==> src/rtl/clock_meas.sv <==
`default_nettype none
// ============================================================================
// Module   : clock_meas
// Brief    : Measures period and high time of a slow input in clk_i cycles,
//            with lock detection and stall timeout.
// Revision : 1.0
// ============================================================================
module clock_meas #(
  parameter int CNT_WIDTH       = 16,
  parameter int EXPECTED_PERIOD = 100,
  parameter int TOLERANCE       = 1,
  parameter int LOCK_COUNT      = 4,
  parameter int TIMEOUT         = 65535
) (
  input  logic                 clk_i,
  input  logic                 reset_i,
  input  logic                 sig_i,
  input  logic                 enable_i,
  output logic [CNT_WIDTH-1:0] period_o,
  output logic [CNT_WIDTH-1:0] high_o,
  output logic                 valid_o,
  output logic                 locked_o,
  output logic                 timeout_o
);

  localparam int MATCH_W = $clog2(LOCK_COUNT + 1);
  localparam logic [MATCH_W-1:0] MATCH_MAX = MATCH_W'(LOCK_COUNT);
  localparam logic [MATCH_W-1:0] MATCH_ONE = {{(MATCH_W-1){1'b0}}, 1'b1};
  localparam logic [CNT_WIDTH-1:0] CNT_ONE = {{(CNT_WIDTH-1){1'b0}}, 1'b1};
  localparam logic [CNT_WIDTH-1:0] TIMEOUT_CNT = CNT_WIDTH'(TIMEOUT);
  localparam logic [31:0] MATCH_LO =
    (EXPECTED_PERIOD > TOLERANCE) ? (EXPECTED_PERIOD - TOLERANCE) : 0;
  localparam logic [31:0] MATCH_HI = EXPECTED_PERIOD + TOLERANCE;

  localparam logic [0:0] IDLE    = 1'b0;
  localparam logic [0:0] MEASURE = 1'b1;

  logic                 s1_q, s1_d;
  logic                 s2_q, s2_d;
  logic                 s3_q, s3_d;
  logic [0:0]           state_q, state_d;
  logic [CNT_WIDTH-1:0] period_cnt_q, period_cnt_d;
  logic [CNT_WIDTH-1:0] high_cnt_q, high_cnt_d;
  logic [CNT_WIDTH-1:0] period_q, period_d;
  logic [CNT_WIDTH-1:0] high_q, high_d;
  logic                 valid_q, valid_d;
  logic                 locked_q, locked_d;
  logic                 timeout_q, timeout_d;
  logic [MATCH_W-1:0]   match_cnt_q, match_cnt_d;

  logic                 rise;
  logic [31:0]          period_ext;
  logic                 period_match;

  assign rise = s2_q & ~s3_q;

  // Window compare in a wide unsigned domain so EXPECTED_PERIOD-TOLERANCE never wraps.
  assign period_ext   = 32'(period_cnt_q);
  assign period_match = (period_ext >= MATCH_LO) && (period_ext <= MATCH_HI);

  always_comb begin
    s1_d         = sig_i;
    s2_d         = s1_q;
    s3_d         = s2_q;
    state_d      = state_q;
    period_cnt_d = period_cnt_q;
    high_cnt_d   = high_cnt_q;
    period_d     = period_q;
    high_d       = high_q;
    valid_d      = 1'b0;
    locked_d     = locked_q;
    timeout_d    = timeout_q;
    match_cnt_d  = match_cnt_q;

    if (!enable_i) begin
      state_d      = IDLE;
      period_cnt_d = '0;
      high_cnt_d   = '0;
      match_cnt_d  = '0;
      locked_d     = 1'b0;
      timeout_d    = 1'b0;
    end else begin
      case (state_q)
        IDLE: begin
          period_cnt_d = '0;
          high_cnt_d   = '0;
          if (rise) begin
            state_d      = MEASURE;
            period_cnt_d = CNT_ONE;
            high_cnt_d   = CNT_ONE;
            timeout_d    = 1'b0;
          end
        end
        MEASURE: begin
          if (rise) begin
            period_d     = period_cnt_q;
            high_d       = high_cnt_q;
            valid_d      = 1'b1;
            period_cnt_d = CNT_ONE;
            high_cnt_d   = CNT_ONE;
            if (period_match) begin
              if (match_cnt_q != MATCH_MAX) begin
                match_cnt_d = match_cnt_q + MATCH_ONE;
              end
            end else begin
              match_cnt_d = '0;
            end
            locked_d = (match_cnt_d == MATCH_MAX);
          end else if (period_cnt_q == TIMEOUT_CNT) begin
            // Stalled input: drop back to IDLE and wait for a fresh arming edge.
            state_d      = IDLE;
            period_cnt_d = '0;
            high_cnt_d   = '0;
            timeout_d    = 1'b1;
            locked_d     = 1'b0;
            match_cnt_d  = '0;
          end else begin
            period_cnt_d = period_cnt_q + CNT_ONE;
            if (s2_q) begin
              high_cnt_d = high_cnt_q + CNT_ONE;
            end
          end
        end
        default: begin
          state_d = IDLE;
        end
      endcase
    end
  end

  always_ff @(posedge clk_i) begin
    if (reset_i) begin
      s1_q         <= 1'b0;
      s2_q         <= 1'b0;
      s3_q         <= 1'b0;
      state_q      <= IDLE;
      period_cnt_q <= '0;
      high_cnt_q   <= '0;
      period_q     <= '0;
      high_q       <= '0;
      valid_q      <= 1'b0;
      locked_q     <= 1'b0;
      timeout_q    <= 1'b0;
      match_cnt_q  <= '0;
    end else begin
      s1_q         <= s1_d;
      s2_q         <= s2_d;
      s3_q         <= s3_d;
      state_q      <= state_d;
      period_cnt_q <= period_cnt_d;
      high_cnt_q   <= high_cnt_d;
      period_q     <= period_d;
      high_q       <= high_d;
      valid_q      <= valid_d;
      locked_q     <= locked_d;
      timeout_q    <= timeout_d;
      match_cnt_q  <= match_cnt_d;
    end
  end

  assign period_o  = period_q;
  assign high_o    = high_q;
  assign valid_o   = valid_q;
  assign locked_o  = locked_q;
  assign timeout_o = timeout_q;

endmodule
`default_nettype wire
==> config.mk <==
export PLATFORM = sky130hd
export DESIGN_NAME = clock_meas
export DESIGN_NICKNAME = d
export VERILOG_FILES = /design/src/rtl/clock_meas.sv
export SDC_FILE = /design/constraint.sdc
export NUM_CORES = 1
export LEC_CHECK = 0
export CORE_MARGIN = 2
export CORE_UTILIZATION = 35
export DETAILED_ROUTE_END_ITERATION = 6
export PLACE_DENSITY = 0.51
export SKIP_CTS_REPAIR_TIMING = 1
export SLEW_MARGIN = 20
export SYNTH_ARGS = -nofsm -noshare
export SYNTH_HDL_FRONTEND = slang
export SYNTH_SLANG_ARGS = --single-unit
==> constraint.sdc <==
create_clock -name clk_i -period 5.9 [get_ports clk_i]
set_input_delay 0.59 -clock clk_i [delete_from_list [all_inputs] [get_ports clk_i]]
set_output_delay 0.59 -clock clk_i [all_outputs]
set_load 0.005 [all_outputs]
# Word level (Yosys, flattened, before mapping)
# Index checks and enable logic that the tools add are counted.
# word_totals
reg_bits	74
word_cells	60
# classes
add_sub_neg	3
order_cmp	2
eq_ne	7
mux	25
bitwise	4
reduce_logical	7
# ops
op	n
16-bit 2-to-1 mux	5
16-bit case mux with 2 select lines	2
16-bit by 1-bit adder with 16-bit output (second input constant)	2
3-bit 2-to-1 mux	7
16-bit equality test (second input constant)	1
16-bit by 7-bit greater-or-equal comparator with 1-bit output (second input constant)	1
16-bit by 7-bit less-or-equal comparator with 1-bit output (second input constant)	1
1-bit 2-to-1 mux	9
3-bit AND reduction	2
2-bit inequality test (second input constant)	2
4-bit by 2-bit inequality test with 1-bit output (second input constant)	1
1-bit case mux with 2 select lines	2
3-bit by 1-bit adder with 3-bit output (second input constant)	1
3-bit equality test (second input constant)	1
3-bit inequality test (second input constant)	1
1-bit NOT	3
3-bit OR reduction	1
2-bit by 1-bit inequality test with 1-bit output (second input constant)	1
2-bit AND reduction	1
2-bit nonzero test	1
2-bit OR reduction	1
1-bit AND	1
1-bit logical AND	1

# Depth between registers and ports, before layout
# logic_depth
ltp_word	8
mapped_depth	7
mapped_depth_nobuf	7

# Worst setup path after synthesis
# No wires, ideal clock.
# synth_timing
path_kind	register to register
start	register period_cnt_q[0]
end	register high_cnt_q[8]
setup_ns	0.066
t_arrival_ns	1.889
path_slack_ns	3.945
stages_incl_launch_ff	8
period_less_slack_ns	1.955
path_cell_list	dfxtp_1 -> ha_1 -> nand3_2 -> nor4_4 -> a21boi_2 -> buf_6 -> or3_1 -> a21oi_2
# synth_via
elab_chain_cells	4
elab_cells_between_ends	5
cone_classes	eq/ne (2); mux (3)
# synth_lines
item	line_no	source
from (decl)	42	logic [CNT_WIDTH-1:0] period_cnt_q, period_cnt_d;
from (signal assigned)	150	period_cnt_q <= period_cnt_d;
16-bit equality test (*)	109	end else if (period_cnt_q == TIMEOUT_CNT) begin
16-bit 2-to-1 mux	109	
16-bit 2-to-1 mux	95	if (rise) begin
16-bit case mux with 2 select lines	83	case (state_q)
to (signal assigned)	151	high_cnt_q <= high_cnt_d;
to (decl)	43	logic [CNT_WIDTH-1:0] high_cnt_q, high_cnt_d;
# Mark *: on every way between the ends. The rest lies on a longest branch, timed or not.
# A chain may end at the register's enable or synchronous reset.

# Worst setup path in the final report
# layout_timing
start	register period_cnt_q[0]
end	register period_cnt_q[15]
# layout_via
elab_chain_cells	4
elab_cells_between_ends	5
cone_classes	add/sub (1); eq/ne (1); mux (3)
# layout_lines
item	line_no
16-bit by 1-bit adder with 16-bit output or 16-bit equality test (tied branches)	118, 109
16-bit 2-to-1 mux (*)	109
16-bit 2-to-1 mux (*)	95
16-bit case mux with 2 select lines (*)	83
# Marked as above.

==> run_results.csv <==
group,metric,value,unit
floorplanning,die_h,98.3,µm
sta,tightest_slew,699,ps
synth,avgSynthCellArea,8.32,µm²
synth,seq_area_frac_synth,0.476,
global_routing,met3_usage,0.0322,
finish,final_cell_area,3740,µm²
sta,drv_slew,0,
setup_path,reg2reg_from,"period_cnt_q[0]",
global_routing,grt_max_degree,38,
synth,yosysTopAreaCell,"dfxtp_1",
cts,clk_latency,340,ps
global_routing,met2_usage,0.232,
power_and_ir_drop,power.density,232,nW/µm²
global_routing,grt_pass1_wl,12.1,mm
finish,drive_above_1_share,0.0660,
setup_path,reg2reg_to,"period_cnt_q[15]",
synth,ys_top_cells_by_area,"dfxtp_1 48%, nand2_1 9.9%, a21oi_1 7.6%",
cts,clock_path_buffers,2,
global_routing,gr-usage-met1,0.223,
sta,fin_worst_skew,7.66,ps
finish,n_antenna_cell,0,
floorplanning,die_x,98.3,µm
synth,yosys_warnings,0,
place,hpwl,4.97,mm
global_routing,grt_pass1_vias,2401,
floorplanning,die_area,9660,µm²
sta,finalCritPeriodShare,0.402,
finish,finish.net_count,418,
floorplanning,core,8680,µm²
synth,synth-seq-cells,74,
global_routing,grtUsageTotal,0.157,
place,place_congestion,0.771,
floorplanning,rows,34,
cts,cts-root-buf,"clkbuf_8",
min_path,whs_endpoint,"s2_q",
synth,synth_async_sr_flop_share,0,
cts,htree_levels,3,
sta,relSlewSlack,0.534,
sta,min_period,2370,ps
floorplanning,ios,39,
min_path,whs_path_depth,1,
cts,cts_buffers,9,
synth,synthDistinctLibCells,45,
place,dpl_cell_area,3570,µm²
sta,setup_viol,0,
power_and_ir_drop,leakage,0.00117,µW
global_routing,overflow,0,
global_routing,antenna_found_initial,0,
sta,clock.fmax,421,MHz
setup_path,crit_arrival,2600,ps
sta,tns,0,ps
synth,synth-main-ff-cell,"dfxtp_1",
min_path,min-delay-start,"s1_q",
sta,finalWorstSetupSlack,3530,ps
cts,cts.sinks,74,
synth,yosysMostFrequentCell,"nand2_1",
route,vias,2585,
setup_path,r2r_cells,7,
global_routing,grt-busiest-layer,"met2",
min_path,hold_class,"register to register",
cts,cts_tree,"done",
route,drt-initial-drc-count,107,
setup_path,worstPathRequired,6130,ps
cts,cts.reportedPaths.clkPinSlew,70,ps
route,drt-pass1-iter-count,4,
sta,rsz0062_at_grt,"no",
floorplanning,start_util,0.359,
synth,synth_top_cell_area_share,0.476,
route,postRouteAntennaNets,0,
setup_path,startpoint_type,"register",
flow_run,max-cap-violations,0,
synth,synth_nets,384,
synth,netlist_top_cells_count,"82 x nand2_1, 74 x dfxtp_1, 47 x a21oi_1",
place,pre_cts_ws,3290,ps
route,routed_wl,7.37,mm
setup_path,r2r_slack,3530,ps
finish,area_growth,20.1,%
power_and_ir_drop,vdd_drop_max,0.0971,mV
synth,synth_edf_count,0,
synth,postSynthCellCount,374,
route,drc_errors,0,
setup_path,end_kind,"register",
synth,netlist_area,3110,µm²
run_status,status,"finished, final reports clean",
route,vias_per_cell,5.00,
sta,hold_viol,0,
setup_path,critical_path.max_fanout,20,
route,wl_per_cell,14.3,µm
setup_path,criticalPathCategory,"register to register",
place,port_buffers,38,
## worst max path at each step
| stage | startpoint | end | cells after the start |
|---|---|---|---|
| floorplan | period_cnt_q[0] | high_cnt_q[8] | 7 |
| global placement | reset_i | locked_o | 7 |
| detailed placement | reset_i | locked_o | 7 |
| CTS | period_cnt_q[0] | period_cnt_q[15] | 7 |
| global route | period_cnt_q[0] | period_cnt_q[10] | 7 |
| finish | period_cnt_q[0] | period_cnt_q[15] | 7 |
## power by group
part,switching (µW),internal (µW)
Clock,172,178
Sequential,2.34,500
Combinational,9.46,5.03
## kinds of logic (layout without fill, tap and decap cells)
group / Yosys count / in the layout / share of synthesized area
AOI/OAI and AO/OA: 78 / 78 / 0.148
xor gates and xnor gates: 16 / 16 / 0.0450
adders and majority gates: 6 / 6 / 0.0241
buffers and inverters: 31 / 66 / 0.0410
DFF: 74 / 74 / 0.476
and+or+nand+nor: 169 / 169 / 0.266
## through the flow
step	total power, µW	instances	utilization	hold WS [ps]
after floorplan	523	374	-	414
after global placement	529	505	0.412	422
after detailed placement	529	505	0.412	425
after CTS	877	517	0.431	447
after global routing	901	517	0.431	475
final	867	517	0.431	443
## cell usage in the layout, fill, tap and decap left out, drive strengths merged, types with 2 or more instances in the layout
cell type,instances
nand3,14
and3,7
nand4,7
xor2,7
clkdlybuf4s50,38
inv,13
nand2b,5
nor3b,2
nand2,82
a31oi,4
nor2,26
or3,6
o2111ai,3
nor4,2
buf,3
ha,6
and2,2
o21ai,9
or4,3
a41o,2
dfxtp,74
xnor2,9
or2,2
clkbuf,12
a21oi,49
nor4b,2
o31ai,2
nor2b,5
o211ai,3
## sequential cells by signal, indices dropped and copies added (netlist names), 3 cells and up
name,cells
period_o,16
high_o,16
high_cnt_q,16
period_cnt_q,16
match_cnt_q,3
## layout make-up
| class | count | area (µm²) |
|---|---|---|
| fillers | 917 | 4940 |
| multi-input cells | 269 | 1510 |
| flip-flops and latches | 74 | 1480 |
| repair buffers | 41 | 403 |
| clock buffers | 12 | 165 |
| well taps | 108 | 135 |
| inverters | 13 | 48.8 |
## routing by layer
metal | routed length (µm) | part of all wire | vias up
met5 | 0 | 0 | -
met2 | 3170 | 0.43 | 41
met4 | 122 | 0.017 | 0
li1 | - | - | 1344
met1 | 3910 | 0.53 | 1189
met3 | 172 | 0.023 | 11
## worst max-delay path, cell delays in order (launching register included)
cell and delay [ps]:
dfxtp_1 440, ha_1 270, nand3_2 150, nor4_4 520, nand2_1 220, nand4_1 270, buf_4 310, nor2_1 80
Power figures use the tool's default switching activity.
==> variant (same settings) <==
Set the parameter `LOCK_COUNT` to 16 (it was 4).
--- a/src/rtl/clock_meas.sv
+++ b/src/rtl/clock_meas.sv
@@ -9,7 +9,7 @@
   parameter int CNT_WIDTH       = 16,
   parameter int EXPECTED_PERIOD = 100,
   parameter int TOLERANCE       = 1,
-  parameter int LOCK_COUNT      = 4,
+  parameter int LOCK_COUNT      = 16,
   parameter int TIMEOUT         = 65535
 ) (
   input  logic                 clk_i,
Function: no difference found for any inputs over 10 cycles, from zero or initial values and one cycle with reset_i high; that may be too few to reach the edited logic, so the function may still have changed.
==> variant against the unedited design <==
- wire length grew 8.4%
- global-route usage is essentially flat
- final area grew 9.7%
- worst setup slack lost 0.22 ns
- sequential power grew 3%
- sequential cell count grew 2
- synthesized area grew 12%
- total power grew 11%
- count of clock-buffer cells in the layout shrank 3
- largest cell class unchanged
==> variant: results (changes against the unedited design) <==
Worst setup path
  • Worst Reg2Reg Path Length in Cells: 4 (was 7)
  • CP Max Fanout: 38 (was 20)
  • Critical path arrival: 2.86 ns (was 2.60 ns)
  • Reg2Reg Setup Slack: 3.41 ns (was 3.53 ns)

Place
  • GPL Wtd Cong: 0.799 (was 0.771)
  • Hpwl dp: 5.35 mm (was 4.97 mm)
  • Port bufs: 38 (unchanged)
  • Post-Place Cells: 561 (was 505)

Clocking
  • CTS max path bufs: 2 (unchanged)
  • Worst skew pair latency: 0.35 ns
  • TritonCTS Buffers: 9 (unchanged)
  • Clock transition at path regs: 0.09 ns (was 0.07 ns)
  • Clk root buf: clkbuf_8 (unchanged)
  • H-tree lvl count: 3 (unchanged)

Global routing
  • Vias in the first global route: 2844 (was 2401)
  • GRT Total Usage: 15.7% (about the same)
  • Initial antenna violation count: 0 (unchanged)
  • Pin count of the biggest net entering global routing: 39 (was 38)
  • Global-route wire length before repair: 14.0 mm (was 12.1 mm)

Power
  • Net Sw Power: 208 uW (was 183 uW)
  • Leakage: 0.00128 uW (was 0.00117 uW)
  • VDD IR-drop max: 152 uV (was 97.1 uV)

Routing
  • Starting DRT DRC Count: 123 (was 107)
  • Post-Route WL: 7.99 mm (was 7.37 mm)
  • Via density: 5.15 (was 5.00)
  • Via count: 2964 (was 2585)
  • DR pass1 iterations: 4 (unchanged)

Yosys
  • Synthesized Nets: 424 (was 384)
  • Mean Syn Cell Area: 8.40 um2 (was 8.32 um2)
  • Register area share after synthesis: 43.7% (was 47.6%)
  • Synth top cells by count: nand2_1, dfxtp_1, a21oi_1 (unchanged)
  • Post-synth top flop: dfxtp_1 (unchanged)
  • Asr flop ratio synth: 0% (unchanged)
  • Top area cells in the synthesized netlist: dfxtp_1, nand2_1, a21oi_1, nand3_1, nor2_1 (was dfxtp_1, nand2_1, a21oi_1, nor2_1, xnor2_1)
  • Distinct cell type count after synthesis: 48 (was 45)
  • Warnings, synthesis: 0 (unchanged)

Run status
  • Status: complete, no violations (unchanged)

STA
  • Worst hold margin: 0.451 ns (was 0.443 ns)
  • Slew headroom: 51.7% (was 53.4%)
  • Post-Route Skew: 0.0143 ns (was 0.00766 ns)
  • Final setup viols: 0 (unchanged)

Worst hold path
  • Worst hold stages: 1 (unchanged)
  • Class of the worst hold path: flop to flop (unchanged)

Final layout
  • Total Nets Final: 449 (was 418)
  • Fraction of final layout cells sized beyond drive strength 1: 6.09% (was 6.60%)
  • # diodes: 0 (unchanged)
  • Filler cells: 1023 (was 917)
==> variant: power by group through the flow <==
stage / Combinational (uW) / Clock (uW) / Sequential [uW]
finish: 14.9 / 431 / 517
CTS: 15.3 / 447 / 517
floorplan: 12.8 / 0 / 526
detailed placement: 15.2 / 0 / 529
global placement: 15.2 / 0 / 529
global route: 16.9 / 467 / 517
==> variant: final timing paths <==
path | start | endpoint
worst min register to register | s1_q$_SDFF_PP0_ | s2_q$_SDFF_PP0_
worst max register to register | state_q$_SDFF_PP0_ | period_cnt_q[15]$_SDFF_PP0_
worst min-delay path | s1_q$_SDFF_PP0_ | s2_q$_SDFF_PP0_
worst max-delay path | reset_i | period_cnt_q[15]$_SDFF_PP0_
==> variant: through the flow <==
stage                     utilization (%)  worst slack [ns]  total power, uW  instance area [um2]
final                                42.2              3.30              963                 4100
after CTS                            42.2              3.29              979                 4100
after global routing                 42.2              3.11             1000                 4100
after global placement               40.0              2.98              544                 3890
after floorplan                         -              4.22              539                 3480
after detailed placement             40.0              2.92              544                 3890
==> variant: critical path: stages <==
cell and delay, ns:
clkdlybuf4s50_1 0.39, buf_4 0.24, nand3b_1 0.29, nor2_2 0.58, nand2_1 0.51, a21oi_1 0.24
==> variant: cell type report <==
class	count	area [um2]	area share, %
Clock inverter	6	90.1	2.20
Timing Repair Buffer	41	403	9.82
Clock buffer	9	124	3.02
Tap cell	133	166	4.06
Multi-Input combinational cell	301	1760	42.9
Sequential cell	76	1520	37.1
Inverter	10	37.5	0.915
==> variant: logic make-up (layout without fill, tap and decap cells) <==
| kind of cell | count (synthesis) | in the layout | synth area share [%] |
|---|---|---|---|
| muxes | 8 | 8 | 2.30 |
| DFF | 76 | 76 | 43.7 |
| and+or+nand+nor | 193 | 193 | 28.1 |
| AOI/OAI and AO/OA | 79 | 79 | 14.2 |
| adders and majority gates | 6 | 6 | 2.16 |
| xor gates and xnor gates | 15 | 15 | 3.78 |
| buffers and inverters | 37 | 66 | 5.68 |
==> variant: per-layer routing <==
metal / share of wire [%] / GRT usage, %
met5: 0 / 0
met4: 0.43 / 3.19
met3: 2.6 / 4.22
met2: 48 / 27.4
met1: 48 / 19.5
